$ cat src/rtl/tomasulo_pkg.sv
// Shared Tomasulo definitions: opcodes, default widths and the reservation-station entry layout.
package tomasulo_pkg;
  localparam int DEF_DEPTH  = 4;
  localparam int DEF_DATA_W = 16;
  localparam int DEF_TAG_W  = 3;
  localparam int DEF_FUNC_W = 4;

  localparam logic [DEF_FUNC_W-1:0] FUNC_ADD = 4'b0000;
  localparam logic [DEF_FUNC_W-1:0] FUNC_SUB = 4'b0001;
  localparam logic [DEF_FUNC_W-1:0] FUNC_MUL = 4'b0010;
  localparam logic [DEF_FUNC_W-1:0] FUNC_DIV = 4'b0011;
  localparam logic [DEF_FUNC_W-1:0] FUNC_LD  = 4'b0100;
  localparam logic [DEF_FUNC_W-1:0] FUNC_ST  = 4'b0101;
  localparam logic [DEF_FUNC_W-1:0] FUNC_BEQ = 4'b0110;
  localparam logic [DEF_FUNC_W-1:0] FUNC_BNE = 4'b0111;

  typedef struct packed {
    logic                           valid;
    logic [DEF_FUNC_W-1:0]          func;
    logic [DEF_TAG_W-1:0]           rob;
    logic                           rdy1;
    logic [DEF_DATA_W-1:0]          v1;
    logic                           rdy2;
    logic [DEF_DATA_W-1:0]          v2;
    logic [$clog2(DEF_DEPTH)-1:0]   age;
  } rs_entry_t;
endpackage

$ cat src/rtl/rs_oldest_sel.sv
// Picks the oldest ready entry: one-hot grant to the candidate with the largest age.
module rs_oldest_sel #(
  parameter int DEPTH = 4,
  parameter int AGE_W = 2
) (
  input  logic [DEPTH-1:0]            cand_i,
  input  logic [DEPTH-1:0][AGE_W-1:0] age_i,
  output logic [DEPTH-1:0]            grant_o,
  output logic                        any_valid_o
);
  // Equal ages (only reachable through saturation) resolve to the lower index.
  always_comb begin
    grant_o = '0;
    for (int i = 0; i < DEPTH; i++) begin
      grant_o[i] = cand_i[i];
      for (int j = 0; j < DEPTH; j++) begin
        if (j != i && cand_i[j]) begin
          if (age_i[j] > age_i[i] || (age_i[j] == age_i[i] && j < i)) grant_o[i] = 1'b0;
        end
      end
    end
  end

  assign any_valid_o = |cand_i;
endmodule

$ cat src/rtl/rs_station_param.sv
// Reservation station: issue into a free slot, CDB wakeup, oldest-ready dispatch, flush.
module rs_station_param
  import tomasulo_pkg::*;
#(
  parameter int DEPTH  = DEF_DEPTH,
  parameter int DATA_W = DEF_DATA_W,
  parameter int TAG_W  = DEF_TAG_W,
  parameter int FUNC_W = DEF_FUNC_W
) (
  input  logic                       clk2,
  input  logic                       rst,
  input  logic                       flush,
  input  logic                       iss_valid,
  output logic                       iss_ready,
  input  logic [FUNC_W-1:0]          iss_func,
  input  logic [TAG_W-1:0]           iss_rob,
  input  logic                       iss_s1_rdy,
  input  logic [DATA_W-1:0]          iss_s1,
  input  logic                       iss_s2_rdy,
  input  logic [DATA_W-1:0]          iss_s2,
  input  logic                       cdb_valid,
  input  logic [TAG_W-1:0]           cdb_tag,
  input  logic [DATA_W-1:0]          cdb_data,
  output logic                       disp_valid,
  input  logic                       disp_ready,
  output logic [FUNC_W-1:0]          disp_func,
  output logic [TAG_W-1:0]           disp_rob,
  output logic [DATA_W-1:0]          disp_op1,
  output logic [DATA_W-1:0]          disp_op2,
  output logic [$clog2(DEPTH):0]     count,
  output logic                       empty
);
  localparam int AGE_W = $clog2(DEPTH);
  localparam int CNT_W = $clog2(DEPTH) + 1;
  localparam logic [AGE_W-1:0] AGE_MAX = '1;

  logic [DEPTH-1:0]             valid_q, valid_d, rdy1_q, rdy1_d, rdy2_q, rdy2_d;
  logic [DEPTH-1:0][AGE_W-1:0]  age_q, age_d;
  logic [DEPTH-1:0][FUNC_W-1:0] func_q, func_d;
  logic [DEPTH-1:0][TAG_W-1:0]  rob_q, rob_d;
  logic [DEPTH-1:0][DATA_W-1:0] v1_q, v1_d, v2_q, v2_d;
  logic [CNT_W-1:0]             count_q, count_d;
  logic [AGE_W-1:0]             free_idx;
  logic [DEPTH-1:0]             grant;
  logic                         iss_fire, disp_fire;
  logic [DATA_W:0]              cap1, cap2;

  // Operand capture at issue, including the same-cycle CDB bypass; {rdy, value}.
  function automatic logic [DATA_W:0] capture(input logic rdy, input logic [DATA_W-1:0] src,
                                              input logic cv, input logic [TAG_W-1:0] ct,
                                              input logic [DATA_W-1:0] cd);
    logic [DATA_W:0] r;
    if (rdy)                             r = {1'b1, src};
    else if (cv && src[TAG_W-1:0] == ct) r = {1'b1, cd};
    else                                 r = {1'b0, DATA_W'(src[TAG_W-1:0])};
    return r;
  endfunction

  assign iss_ready = (count_q != CNT_W'(DEPTH));
  assign iss_fire  = iss_valid && iss_ready && !flush;
  assign disp_fire = disp_valid && disp_ready && !flush;
  assign cap1      = capture(iss_s1_rdy, iss_s1, cdb_valid, cdb_tag, cdb_data);
  assign cap2      = capture(iss_s2_rdy, iss_s2, cdb_valid, cdb_tag, cdb_data);

  always_comb begin
    free_idx = '0;
    for (int i = DEPTH - 1; i >= 0; i--) begin
      if (!valid_q[i]) free_idx = AGE_W'(i);
    end
  end

  rs_oldest_sel #(.DEPTH(DEPTH), .AGE_W(AGE_W)) u_sel (
    .cand_i      (valid_q & rdy1_q & rdy2_q),
    .age_i       (age_q),
    .grant_o     (grant),
    .any_valid_o (disp_valid)
  );

  always_comb begin
    disp_func = '0;
    disp_rob  = '0;
    disp_op1  = '0;
    disp_op2  = '0;
    for (int i = 0; i < DEPTH; i++) begin
      if (grant[i]) begin
        disp_func = func_q[i];
        disp_rob  = rob_q[i];
        disp_op1  = v1_q[i];
        disp_op2  = v2_q[i];
      end
    end
  end

  always_comb begin
    valid_d = valid_q;
    rdy1_d  = rdy1_q;
    rdy2_d  = rdy2_q;
    age_d   = age_q;
    func_d  = func_q;
    rob_d   = rob_q;
    v1_d    = v1_q;
    v2_d    = v2_q;
    for (int i = 0; i < DEPTH; i++) begin
      if (valid_q[i] && cdb_valid) begin
        if (!rdy1_q[i] && v1_q[i][TAG_W-1:0] == cdb_tag) begin
          rdy1_d[i] = 1'b1;
          v1_d[i]   = cdb_data;
        end
        if (!rdy2_q[i] && v2_q[i][TAG_W-1:0] == cdb_tag) begin
          rdy2_d[i] = 1'b1;
          v2_d[i]   = cdb_data;
        end
      end
      if (iss_fire && valid_q[i] && age_q[i] != AGE_MAX) age_d[i] = age_q[i] + 1'b1;
    end
    if (disp_fire) valid_d = valid_d & ~grant;
    // Issue targets a slot that is free this cycle, never the one being dispatched.
    if (iss_fire) begin
      valid_d[free_idx] = 1'b1;
      age_d[free_idx]   = '0;
      func_d[free_idx]  = iss_func;
      rob_d[free_idx]   = iss_rob;
      rdy1_d[free_idx]  = cap1[DATA_W];
      v1_d[free_idx]    = cap1[DATA_W-1:0];
      rdy2_d[free_idx]  = cap2[DATA_W];
      v2_d[free_idx]    = cap2[DATA_W-1:0];
    end
    if (flush) valid_d = '0;
  end

  always_comb begin
    count_d = count_q;
    if (flush)                       count_d = '0;
    else if (iss_fire && !disp_fire) count_d = count_q + 1'b1;
    else if (!iss_fire && disp_fire) count_d = count_q - 1'b1;
  end

  always_ff @(posedge clk2 or posedge rst) begin
    if (rst) begin
      valid_q <= '0;
      rdy1_q  <= '0;
      rdy2_q  <= '0;
      age_q   <= '0;
      count_q <= '0;
    end else begin
      valid_q <= valid_d;
      rdy1_q  <= rdy1_d;
      rdy2_q  <= rdy2_d;
      age_q   <= age_d;
      count_q <= count_d;
    end
  end

  // Payload fields are qualified by valid/rdy, so they carry no reset.
  always_ff @(posedge clk2) begin
    func_q <= func_d;
    rob_q  <= rob_d;
    v1_q   <= v1_d;
    v2_q   <= v2_d;
  end

  assign count = count_q;
  assign empty = (count_q == '0);
endmodule
$ cat config.mk
export PLATFORM = sky130hd
export DESIGN_NAME = rs_station_param
export DESIGN_NICKNAME = d
export VERILOG_FILES = /design/src/rtl/tomasulo_pkg.sv /design/src/rtl/rs_oldest_sel.sv /design/src/rtl/rs_station_param.sv
export SDC_FILE = /design/constraint.sdc
export NUM_CORES = 1
export LEC_CHECK = 0
export CAP_MARGIN = 20
export CORE_MARGIN = 3
export CORE_UTILIZATION = 40
export CTS_CLUSTER_DIAMETER = 30
export DETAILED_ROUTE_END_ITERATION = 8
export GPL_TIMING_DRIVEN = 0
export PLACE_DENSITY = 0.58
export SLEW_MARGIN = 20
export SYNTH_ARGS = -nofsm -noshare
export SYNTH_HDL_FRONTEND = slang
export SYNTH_SLANG_ARGS = --single-unit
$ cat constraint.sdc
create_clock -name clk2 -period 4.4 [get_ports clk2]
set_input_delay 0.88 -clock clk2 [delete_from_list [all_inputs] [get_ports clk2]]
set_output_delay 0.88 -clock clk2 [all_outputs]
set_load 0.02 [all_outputs]
==> flow_summary_export.csv <==
group,metric,value,unit
run_status,outcome,"finished, final reports clean",
placement,dpl.hpwl,22000,µm
power,power_density,441,mW/mm²
power,p_leak,5.25,nW
setup_path,critPathSlowestCell,"clkdlybuf4s50_1",
clocking,root_buffer,"clkbuf_16",
power,p_seq_frac,0.449,
sta,worstMarginPinSlew,0.936,ns
clocking,cts_sinks,179,
floorplan,core-area,0.0239,mm²
grt,overflow,0,
finish,final_cells,1371,
finish,nNetsFinal,1122,
floorplan,initial_core_util,0.415,
grt,antenna_found_initial,0,
sta,rsz0062_at_grt,"true",
grt,grt_max_degree,24,
route,dr.max_layer_used,"met4",
clocking,clk_pin_slew,0.07,ns
power,clock_power_share,0.299,
setup_path,path_class,"flip-flop to output port",
placement,port_buffers,91,
setup_path,crit_chain,"inv_1 -> ha_1 -> nand2b_1 -> a21oi_1 -> o22ai_2 -> o32a_1 -> clkbuf_2 -> a211oi_2 -> clkdlybuf4s50_1",
route,wl_met2,15100,µm
sta,fin_ws,0.134,ns
floorplan,dieHeight,163,µm
grt,grtUsageTotal,0.236,
power,p_switching,0.00168,W
sta,fin_crit_sh,0.970,
clocking,holdBufCountCts,0,
finish,diodes,0,
setup_path,cp.required,3.52,ns
logic_synthesis,ys_warn_count,0,
route,avgViaCountPerCell,5.82,
route,dr_wl_met3,1720,µm
power,peakVddDrop,200,µV
grt,grt_pass1_wl,48000,µm
finish,n_fill_cell,2215,
finish,layout_commonest_cell,"mux2i_1",
setup_path,arrival,3.39,ns
route,met1_length,14200,µm
route,ant_nets,0,
sta,fmax,234,MHz
route,post-route-drc-count,0,
grt,grt_pass1_vias,7992,
finish,final_cell_mix,"mux2i_1 (215), dfxtp_1 (128), a22oi_1 (66)",
logic_synthesis,yosysTopAreaCell,"dfxtp_1",
route,wirelength,31600,µm
route,vias,7973,
clocking,insertion_delay,0.43,ns
clocking,cts_buffers,17,
logic_synthesis,syn-num-nets,1012,
clocking,cts_tree,"yes",
sta,fin_skew,0.0145,ns
logic_synthesis,ys_ff_latch,179,
flow_run,maxCapViolCount,0,
power,netSwitchingFraction,0.317,
finish,drive_above_1_share,0.150,
logic_synthesis,ys_seq_area_frac,0.401,
placement,dp.cells,1339,
route,dr.first_iter.drc_count,639,
placement,gp_congestion,0.868,
setup_path,critPathMaxFanout,10,
setup_path,cpLargestDelayFamily,"compound AO/OA/AOI/OAI gates",
logic_synthesis,syn_area,0.00991,mm²
sta,fin_crit,4.27,ns
logic_synthesis,synthCells,929,
logic_synthesis,yosysTopAreaCellShare,0.258,
route,post_drt_wl_per_cell,23.1,µm
power,p_int,0.00362,W
sta,maxSlewHeadroom,0.375,
floorplan,die_area,0.0267,mm²
sta,holdWs,0.541,ns
logic_synthesis,synth_area_per_cell,10.7,µm²
finish,syn2layout_area_growth,21.0,%
setup_path,end_kind,"output port",
sta,hold_violations,0,
logic_synthesis,synthTopCellsByArea,"dfxtp_1 (26%), mux2i_1 (22%), edfxtp_1 (8.5%)",
clocking,clock_path_buffers,2,
floorplan,core.rowCount,56,
sta,slew_violations,0,
setup_path,max_stage_delay,0.64,ns
min_path,min_path_type,"flip-flop to flip-flop",
floorplan,fp.dieW,163,µm
placement,pre_cts_ws,0.200,ns
clocking,h-tree-depth,4,
floorplan,ios,111,
setup_path,path_buf_inv,3,
logic_synthesis,synth_cell_type_count,59,
sta,setup_violations,0,
route,dr.pass1.iters,5,
power,comb_power_share,0.252,
setup_path,worst_setup_path_start_kind,"flip-flop",
kinds of logic after synthesis:
logic type | Yosys count | share of synthesized area
muxes | 215 | 0.217
and+or+nand+nor | 208 | 0.121
DFF | 179 | 0.401
AOI/OAI and AO/OA | 168 | 0.140
buffers and inverters | 107 | 0.0679
xor gates and xnor gates | 35 | 0.0309
adders and majority gates | 17 | 0.0222
through the flow:
stage / cell area, µm² / util / total power, W / TNS, ns
finish: 12000 / 0.502 / 0.00530 / 0
global placement: 11200 / 0.470 / 0.00368 / 0
global route: 12000 / 0.502 / 0.00556 / -0.0160
CTS: 11900 / 0.498 / 0.00530 / 0
floorplan: 9910 / - / 0.00326 / 0
detailed placement: 11200 / 0.470 / 0.00371 / 0
power groups by stage:
stage | Combinational [W] | Sequential, W | Clock [W]
after floorplan | 0.000925 | 0.00233 | 0
after global placement | 0.00128 | 0.00240 | 0
after detailed placement | 0.00130 | 0.00241 | 0
after CTS | 0.00133 | 0.00237 | 0.00160
after global routing | 0.00147 | 0.00243 | 0.00166
final | 0.00133 | 0.00238 | 0.00159
cells in the mapped netlist, drive strengths merged:
library cell / number
dfxtp: 128
nand4: 4
o221a: 24
clkbuf: 29
and2b: 2
or2: 7
or3b: 2
a2111oi: 1
mux2i: 215
xor2: 24
a41oi: 1
a2bb2oi: 2
nor2b: 13
o211a: 1
nand3b: 2
nor3: 49
inv: 15
a21o: 2
o32a: 1
nand2: 18
dfrtp: 23
ha: 16
buf: 63
o31a: 1
fa: 1
o211ai: 1
a211oi: 41
nor3b: 3
xnor2: 11
a211o: 1
nor4: 47
nand2b: 5
o21bai: 1
a22oi: 66
nand3: 5
o22ai: 2
and3: 3
o21ai: 10
or3: 24
nor2: 23
and2: 1
a21oi: 12
o41ai: 1
edfxtp: 28
tightest hold or removal path, delay by kind of cell (launching register included):
kind / cells / cell delay (ns)
muxes: 2 / 0.18
DFF: 1 / 0.33
path summary, 6_finish.rpt:
check | from | to | slack (ns) | cells after the start
setup / recovery | age_q[0] | disp_op2[4] | 0.13 | 9
hold / removal | v2_q[10] | v2_q[10] | 0.54 | 2
setup reg to reg | count[2] | func_q[0] | 1.93 | 6
hold reg to reg | v2_q[10] | v2_q[10] | 0.54 | 2
max in group asynchronous | rst | rdy1_q[2] | 2.86 | 2
min in group asynchronous | rst | rdy2_q[0] | 0.96 | 2
state kept, by name, summed over array words and instances, names as in the netlist:
name     cells
rdy1_q       4
v2_q        64
count        3
rdy2_q       4
age_q        8
v1_q        64
rob_q       12
valid_q      4
func_q      16
repair_timing:
action,4_1_cts,5_1_grt
gates resized for setup,35,44
buffers inserted,0,1
cloned,0,0
endpoints found under the setup margin,38,30
pin swaps,0,1
cell type report:
| cell class | instances | area (µm²) | share of cell area |
|---|---|---|---|
| buffer | 91 | 654 | 0.0545 |
| clock buffer | 19 | 454 | 0.0378 |
| clock inverter | 13 | 145 | 0.0121 |
| inverter | 15 | 61.3 | 0.00511 |
| multi-input combinational | 643 | 5330 | 0.444 |
| sequential | 179 | 3980 | 0.332 |
| tap | 319 | 399 | 0.0333 |
| timing repair buffer | 92 | 975 | 0.0812 |
layer usage:
layer  vias up  GRT usage
li1       3737          -
met1      3924      0.321
met2       269      0.386
met3        43     0.0413
met4         0     0.0692
met5         -          0
Note: power is estimated with default switching activity, not from simulation.
